$ cat src/rtl/alu_ctl_pkg.sv
// alu_ctl_pkg: shared widths, opcode constants and controller state type.
package alu_ctl_pkg;
    localparam int DATA_W = 4;
    localparam int SEL_W  = 3;
    localparam logic [SEL_W-1:0] OP_ADD = 3'b000;
    localparam logic [SEL_W-1:0] OP_SUB = 3'b001;
    localparam logic [SEL_W-1:0] OP_AND = 3'b010;
    localparam logic [SEL_W-1:0] OP_OR  = 3'b011;
    localparam logic [SEL_W-1:0] OP_XOR = 3'b100;
    localparam logic [SEL_W-1:0] OP_NOT = 3'b101;
    localparam logic [SEL_W-1:0] OP_SHL = 3'b110;
    localparam logic [SEL_W-1:0] OP_SHR = 3'b111;
    typedef enum logic [1:0] {IDLE, EXEC, RESP} state_t;
endpackage

$ cat src/rtl/rr_arbiter.sv
// rr_arbiter: combinational round-robin pick starting at ptr; one-hot grant plus index.
module rr_arbiter #(
    parameter int NUM_REQ = 4,
    parameter int ID_W    = 2
) (
    input  logic [NUM_REQ-1:0] req,
    input  logic [ID_W-1:0]    ptr,
    input  logic               en,
    output logic [NUM_REQ-1:0] gnt,
    output logic [ID_W-1:0]    idx
);
    function automatic logic [ID_W-1:0] wrap(input int p);
        return ID_W'(p % NUM_REQ);
    endfunction
    // scan farthest-first so the closest valid requester to ptr overwrites last
    always_comb begin
        gnt = '0;
        idx = '0;
        for (int k = NUM_REQ - 1; k >= 0; k--) begin
            if (en && req[wrap(int'(ptr) + k)]) begin
                gnt = '0;
                gnt[wrap(int'(ptr) + k)] = 1'b1;
                idx = wrap(int'(ptr) + k);
            end
        end
    end
endmodule

$ cat src/rtl/alu_share_ctrl.sv
// alu_share_ctrl: round-robin sharing of one ALU among NUM_REQ requesters,
// one op in flight, result returned over a valid/ready response channel.
module alu_share_ctrl
    import alu_ctl_pkg::*;
#(
    parameter int NUM_REQ = 4,
    parameter int ID_W    = 2
) (
    input  logic                      clk,
    input  logic                      reset,
    input  logic [NUM_REQ-1:0]        req_valid,
    output logic [NUM_REQ-1:0]        req_ready,
    input  logic [DATA_W*NUM_REQ-1:0] req_a,
    input  logic [DATA_W*NUM_REQ-1:0] req_b,
    input  logic [SEL_W*NUM_REQ-1:0]  req_sel,
    output logic                      rsp_valid,
    input  logic                      rsp_ready,
    output logic [ID_W-1:0]           rsp_id,
    output logic [DATA_W-1:0]         rsp_result,
    output logic                      rsp_zero,
    output logic                      rsp_carry,
    output logic                      rsp_overflow,
    output logic [DATA_W-1:0]         alu_a,
    output logic [DATA_W-1:0]         alu_b,
    output logic [SEL_W-1:0]          alu_sel,
    input  logic [DATA_W-1:0]         alu_result,
    input  logic                      alu_zero,
    input  logic                      alu_carry,
    input  logic                      alu_overflow,
    output logic                      busy
);
    state_t             state_q, state_d;
    logic [ID_W-1:0]    ptr_q, ptr_d, id_q, id_d, rid_q, rid_d, gnt_idx;
    logic [DATA_W-1:0]  a_q, a_d, b_q, b_d, res_q, res_d;
    logic [SEL_W-1:0]   sel_q, sel_d;
    logic               zero_q, zero_d, carry_q, carry_d, ovf_q, ovf_d;
    logic [NUM_REQ-1:0] gnt;

    // grants are suppressed while reset is asserted, not just after it lands
    rr_arbiter #(.NUM_REQ(NUM_REQ), .ID_W(ID_W)) u_arb (
        .req (req_valid),
        .ptr (ptr_q),
        .en  (reset && state_q == IDLE),
        .gnt (gnt),
        .idx (gnt_idx)
    );

    always_comb begin
        state_d = state_q;
        ptr_d   = ptr_q;
        id_d    = id_q;
        rid_d   = rid_q;
        a_d     = a_q;
        b_d     = b_q;
        sel_d   = sel_q;
        res_d   = res_q;
        zero_d  = zero_q;
        carry_d = carry_q;
        ovf_d   = ovf_q;
        case (state_q)
            IDLE: if (|gnt) begin
                a_d     = req_a[int'(gnt_idx)*DATA_W +: DATA_W];
                b_d     = req_b[int'(gnt_idx)*DATA_W +: DATA_W];
                sel_d   = req_sel[int'(gnt_idx)*SEL_W +: SEL_W];
                id_d    = gnt_idx;
                ptr_d   = (gnt_idx == ID_W'(NUM_REQ - 1)) ? '0 : gnt_idx + 1'b1;
                state_d = EXEC;
            end
            EXEC: begin
                rid_d   = id_q;
                res_d   = alu_result;
                zero_d  = alu_zero;
                carry_d = alu_carry;
                ovf_d   = alu_overflow;
                state_d = RESP;
            end
            RESP: state_d = rsp_ready ? IDLE : RESP;
            default: state_d = IDLE;
        endcase
    end

    always_ff @(posedge clk) begin
        if (!reset) begin
            state_q <= IDLE;
            ptr_q   <= '0;
            id_q    <= '0;
            rid_q   <= '0;
            a_q     <= '0;
            b_q     <= '0;
            sel_q   <= '0;
            res_q   <= '0;
            zero_q  <= 1'b0;
            carry_q <= 1'b0;
            ovf_q   <= 1'b0;
        end else begin
            state_q <= state_d;
            ptr_q   <= ptr_d;
            id_q    <= id_d;
            rid_q   <= rid_d;
            a_q     <= a_d;
            b_q     <= b_d;
            sel_q   <= sel_d;
            res_q   <= res_d;
            zero_q  <= zero_d;
            carry_q <= carry_d;
            ovf_q   <= ovf_d;
        end
    end

    assign req_ready    = gnt;
    assign rsp_valid    = (state_q == RESP);
    assign busy         = (state_q != IDLE);
    assign rsp_id       = rid_q;
    assign rsp_result   = res_q;
    assign rsp_zero     = zero_q;
    assign rsp_carry    = carry_q;
    assign rsp_overflow = ovf_q;
    assign alu_a        = a_q;
    assign alu_b        = b_q;
    assign alu_sel      = sel_q;
endmodule
$ cat config.mk
export PLATFORM = sky130hd
export DESIGN_NAME = alu_share_ctrl
export DESIGN_NICKNAME = d
export VERILOG_FILES = /design/src/rtl/alu_ctl_pkg.sv /design/src/rtl/rr_arbiter.sv /design/src/rtl/alu_share_ctrl.sv
export SDC_FILE = /design/constraint.sdc
export NUM_CORES = 1
export LEC_CHECK = 0
export CORE_MARGIN = 4
export CORE_UTILIZATION = 42
export DETAILED_ROUTE_END_ITERATION = 7
export PLACE_DENSITY = 0.81
export SYNTH_ARGS = -nofsm -noshare
export SYNTH_HDL_FRONTEND = slang
export SYNTH_SLANG_ARGS = --single-unit
$ cat constraint.sdc
create_clock -name clk -period 3.86 [get_ports clk]
set_input_delay 0.965 -clock clk [delete_from_list [all_inputs] [get_ports clk]]
set_output_delay 0.965 -clock clk [all_outputs]
set_load 0.01 [all_outputs]
==> reports/metrics.csv, run 1 <==
metric,value,unit
gr-total-overflow,0,
tightest_slew,586,ps
drv_slew,0,
swShare,37.3,%
critPathMaxStageDelay,480,ps
rr_worst_depth,9,
peakVddDrop,259,uV
maxSlewHeadroom,60.9,%
finalCritPeriodShare,98.9,%
rrSetupSlack,1020,ps
yosysWarnings,0,
rows,23,
die-area,5480,um^2
power.leakage,1.12,nW
slowest_stage,mux4_2,
tns,0,ps
setup_violations,0,
dp_hpwl,3680,um
drv_cap,0,
ys_ff_latch,26,
grt_max_degree,24,
critPathMaxFanout,5,
switchingPower,0.647,mW
hold_violations,0,
wl_per_cell,13.4,um
p_int,1.09,mW
synthTopCellsByArea,"dfxtp_1, mux2i_1, nand2_1",
design.core.area,4120,um^2
synth.cell_area,1830,um^2
synthTopCellsByCount,"mux2i_1, nand2_1, dfxtp_1, mux2_2, a21oi_1",
yosysTopAreaCellShare,28.4,%
antennaDiodeCount,0,
postCtsSetupBuffers,0,
nFillCells,343,
syn_to_final_growth,55.2,%
skew,5.77,ps
min_from,id_q[0],
rsz0062_at_grt,no,
synth.most_common_cell,mux2i_1,
r2r-end,alu_a[2],
yosysSeqAreaShare,28.4,%
cellPowerDensity,610,nW/um^2
cts_tree,built,
critPathKind,in -> out,
finalNetCount,357,
via_count,1727,
cp_top_family,buffers and inverters,
cp_cell_sequence,clkdlybuf4s50_1 > mux4_2 > nand2b_2 > o211a_1 > o2bb2ai_1 > dlygate4sd2_1,
syn_nets,264,
synth-async-reset-ratio,0,%
path_buf_inv,2,
grt_pass1_vias,1671,
cts_buffers,3,
gp_congestion,0.886,
whs_endpoint,rsp_id[0],
die_h,74.0,um
fmax,262,MHz
start_util,44.5,%
seq_power_share,23.5,%
syn_area_per_cell,9.20,um^2
cp-start-kind,primary input,
syn-instance-count,199,
required,2890,ps
io_pins,84,
synth_area_leader_cell,dfxtp_1,
root_buffer,clkbuf_8,
period_minus_slack,3820,ps
r2r-start,ptr_q[0],
crit_arrival,2850,ps
clkLatencyLatePin,270,ps
drive_gt1_share,14.8,%
cts_sinks,26,
clk_pin_slew,90,ps
routed_via_density,5.06,
grt_pass1_wl,7350,um
die_width,74.0,um
cp-end-kind,output port,
antenna_left,0,
grt.total_usage,16.9,%
wl,4570,um
pwr-share-comb,63.6,%
drc,0,
clkPwrFrac,12.9,%
port_buffers,83,
synth_edf_count,0,
synth_cell_types,38,
grt_antenna_before_repair,0,
cts_buffer_depth,2,
whs_path_depth,2,
hp-class,reg -> reg,
synthFlopType,dfxtp_1,
htreeDepth,1,
outcome,finished clean,
drt_iter0_markers,33,
final_util,69.0,%
dr.pass1.iters,4,
flip-flops by register name, indices dropped and copies added, names as in the netlist:
name / flops
alu_a: 4
alu_b: 4
rsp_result: 4
alu_sel: 3
id_q: 2
ptr_q: 2
rsp_id: 2
state_q: 2
rsp_carry: 1
rsp_overflow: 1
rsp_zero: 1
power groups by stage:
stage | logic (mW) | registers, mW | clock network (mW)
floorplan | 0.707 | 0.451 | 0
global placement | 1.11 | 0.411 | 0
detailed placement | 1.12 | 0.414 | 0
CTS | 1.12 | 0.409 | 0.230
global route | 1.21 | 0.422 | 0.240
finish | 1.10 | 0.408 | 0.223
layout make-up:
| class | instances | area (um^2) | area share (%) |
|---|---|---|---|
| flip-flops and latches | 26 | 520 | 18.3 |
| clock buffers | 3 | 41.3 | 1.45 |
| repair buffers | 100 | 955 | 33.6 |
| clock inverters | 1 | 30.0 | 1.06 |
| well taps | 50 | 62.6 | 2.20 |
| multi-input cells | 152 | 1200 | 42.2 |
| inverters | 9 | 33.8 | 1.19 |
cell usage in the layout (no fill, tap or decap), types with 2 or more instances in the layout:
cell,Yosys,final
mux4_2,2,2
buf_4,2,17
nand2b_1,4,4
o2bb2ai_1,4,4
inv_1,9,9
mux2_4,3,3
nor3_1,2,2
dlygate4sd2_1,0,3
nor2b_1,2,2
ha_1,7,7
clkbuf_8,0,3
mux2_2,12,12
a21oi_1,11,11
o21ai_0,6,6
o211a_1,5,5
clkdlybuf4s50_1,0,79
nand2_1,36,36
mux2i_1,37,37
nor2_1,4,4
dfxtp_1,26,26
worst max-delay path by stage:
stage	from	to	slack, ps	depth (start not counted)
finish	req_valid[1]	req_ready[3]	40	6
global route	req_valid[3]	req_ready[3]	4	6
CTS	req_valid[2]	req_ready[1]	70	6
detailed placement	req_valid[2]	req_ready[1]	-210	6
global placement	req_valid[2]	req_ready[3]	-150	6
floorplan	ptr_q[0]	req_ready[1]	620	9
tightest hold or removal path, stage by stage, from the launching register on:
cell,delay (ps)
dfxtp_1,320
nand2_1,50
a21oi_1,50
layer usage:
layer,GRT usage [%],wire (um),vias up
li1,-,-,887
met4,1.81,13,0
met1,19.9,1840,774
met2,29.7,2250,64
met5,0,0,-
met3,6.89,474,2
through the flow:
step | hold WS, ps | setup slack, ps | power [mW] | instances | cell area [um^2]
global placement | 441 | -149 | 1.52 | 337 | 2770
CTS | 459 | 73.1 | 1.76 | 341 | 2840
floorplan | 432 | 616 | 1.16 | 199 | 1830
detailed placement | 446 | -207 | 1.54 | 337 | 2770
finish | 454 | 44.4 | 1.73 | 341 | 2840
global route | 475 | 4.35 | 1.87 | 341 | 2840
timing repair:
action / in CTS / in global routing
setup endpoints to repair: 4 / 1
hold endpoints to repair: 0 / 0
resized for setup: 4 / 1
hold buffers: 0 / 0
gates cloned: 0 / 0
cell families (layout without fill, tap and decap cells):
group | Yosys count | in the layout | share of synthesized area, %
multiplexers | 55 | 55 | 33.8
buffers and inverters | 21 | 113 | 6.08
adder cells (fa/ha/maj) | 7 | 7 | 4.78
AND/OR/NAND/NOR | 55 | 55 | 13.5
AO/OA/AOI/OAI | 34 | 34 | 12.9
flip-flops | 26 | 26 | 28.4
XOR/XNOR | 1 | 1 | 0.479
No activity file was read; power rests on OpenSTA's default activity.
==> run 2: changes to the inputs <==
- GPL_TIMING_DRIVEN: default -> 0
==> run 2 against run 1 <==
Against the previous run:
- non-clock buffer count fell by 4
- highest routed layer unchanged
- critical path type unchanged
- utilization fell by 0.97 points
- maximum frequency up 2.1%
- clock skew shrank 1.4 ps
- critical endpoint is now req_ready[0]
- setup slack better by 77 ps
==> reports/metrics.csv, run 2 (synthesized netlist as in run 1, its figures left out) <==
metric,value,unit
period_minus_slack,3740,ps
critPathKind,in -> out,
final_common_cell,clkdlybuf4s50_1,
cts_buffer_depth,2,
cts_buffers,3,
drt_iter0_markers,69,
wl,4770,um
highest_layer,met4,
critPathMaxFanout,4,
pwr-share-comb,62.9,%
power,1.77,mW
start_util,44.5,%
rsz0062_at_grt,no,
grt_max_degree,16,
drv_cap,0,
final_util,68.1,%
skew,4.42,ps
grt_antenna_before_repair,0,
drv_slew,0,
grt_pass1_vias,1708,
gp_congestion,0.809,
grt.total_usage,17.5,%
clkLatencyLatePin,280,ps
clkPwrFrac,13.1,%
outcome,finished clean,
tns,0,ps
wl_per_cell,14.2,um
port_buffers,83,
routed_via_density,5.16,
final_cells,337,
setup_violations,0,
dr.pass1.iters,4,
htreeDepth,1,
fmax,267,MHz
die_h,74.0,um
nFillCells,355,
antennaDiodeCount,0,
switchingPower,0.675,mW
wl_met2,2260,um
wl_met3,486,um
hp-class,reg -> reg,
crit_arrival,2770,ps
clk_pin_slew,100,ps
finalCritPeriodShare,96.9,%
peakVddDrop,298,uV
most-common-layout-cells,"clkdlybuf4s50_1, mux2i_1, nand2_1",
dp_hpwl,3760,um
antenna_left,0,
cp-start-kind,primary input,
rrSetupSlack,700,ps
maxSlewHeadroom,61.5,%
swShare,38.1,%
seq_power_share,24.0,%
gr-total-overflow,0,
p_int,1.09,mW
syn_to_final_growth,53.0,%
cp-end-kind,output port,
cts_sinks,26,
tightest_slew,578,ps
hold_violations,0,
dp.cells,332,
cellPowerDensity,632,nW/um^2
grt_pass1_wl,7570,um
design.core.area,4120,um^2
finalNetCount,353,
cts_tree,built,
m1WireLength,1980,um
required,2890,ps
via_count,1738,
rows,23,
die_width,74.0,um
drive_gt1_share,14.6,%
power.leakage,1.10,nW
root_buffer,clkbuf_8,
die-area,5480,um^2
drc,0,
io_pins,84,
==> run 2: cell types whose count changed in the layout (fill, tap and decap cells not counted), sizes merged <==
cell and change:
dlymetal6s2s +1, clkbuf +9, buf -10, clkdlybuf4s50 -4
==> run 2: area by class of cell <==
class                           count  area [um^2]  share of cell area [%]
Timing Repair Buffer               84          823                    29.4
Multi-Input combinational cell    152         1200                    43.0
Tap cell                           50         62.6                    2.23
Inverter                            9         33.8                    1.21
Clock buffer                        3         41.3                    1.47
Buffer                             12         82.6                    2.95
Sequential cell                    26          523                    18.7
Clock inverter                      1         30.0                    1.07
==> run 2: path summary, 6_finish.rpt <==
path	from	endpoint	cells after the start
worst max-delay path	reset	req_ready[0]	6
worst min-delay path	rsp_zero	rsp_zero	2
worst max register to register	ptr_q[0]	id_q[0]	14
worst min register to register	rsp_zero	rsp_zero	2
==> run 2: repair_timing <==
item / 4_1_cts / 5_1_grt
gates cloned: 0 / 0
hold buffers: 0 / 0
gates resized for setup: 10 / 12
endpoints found under the setup margin: 4 / 4
buffers inserted: 1 / 0
==> run 2: stage by stage <==
stage,setup slack (ps),hold slack [ps],instance area (um^2)
global placement,-395,441,2720
finish,121,458,2800
global route,35.1,476,2800
floorplan,616,432,1830
detailed placement,-441,448,2720
CTS,4.39,462,2800
==> run 2: per-layer routing <==
metal	track usage, %	vias to the layer above
met5	0	-
met2	29.9	70
met4	4.23	0
met1	21.5	784
met3	5.27	5
li1	-	879
==> run 2: power by group through the flow <==
stage | sequential, mW | combinational [mW] | clock (mW)
after floorplan | 0.451 | 0.707 | 0
after global placement | 0.425 | 1.09 | 0
after detailed placement | 0.428 | 1.11 | 0
after CTS | 0.425 | 1.11 | 0.235
after global routing | 0.438 | 1.22 | 0.243
final | 0.425 | 1.11 | 0.231
==> run 2: worst max-delay path: stages <==
cell and delay (ps):
clkdlybuf4s50_1 520, or3b_2 490, nor3_1 140, o211a_1 270, o2bb2ai_2 140, clkdlybuf4s15_2 240
==> run 3: changes to the inputs <==
- SLEW_MARGIN: default -> 15
==> results of run 3 <==
No change in the layout: final DEF, timing and power equal those of run 2.
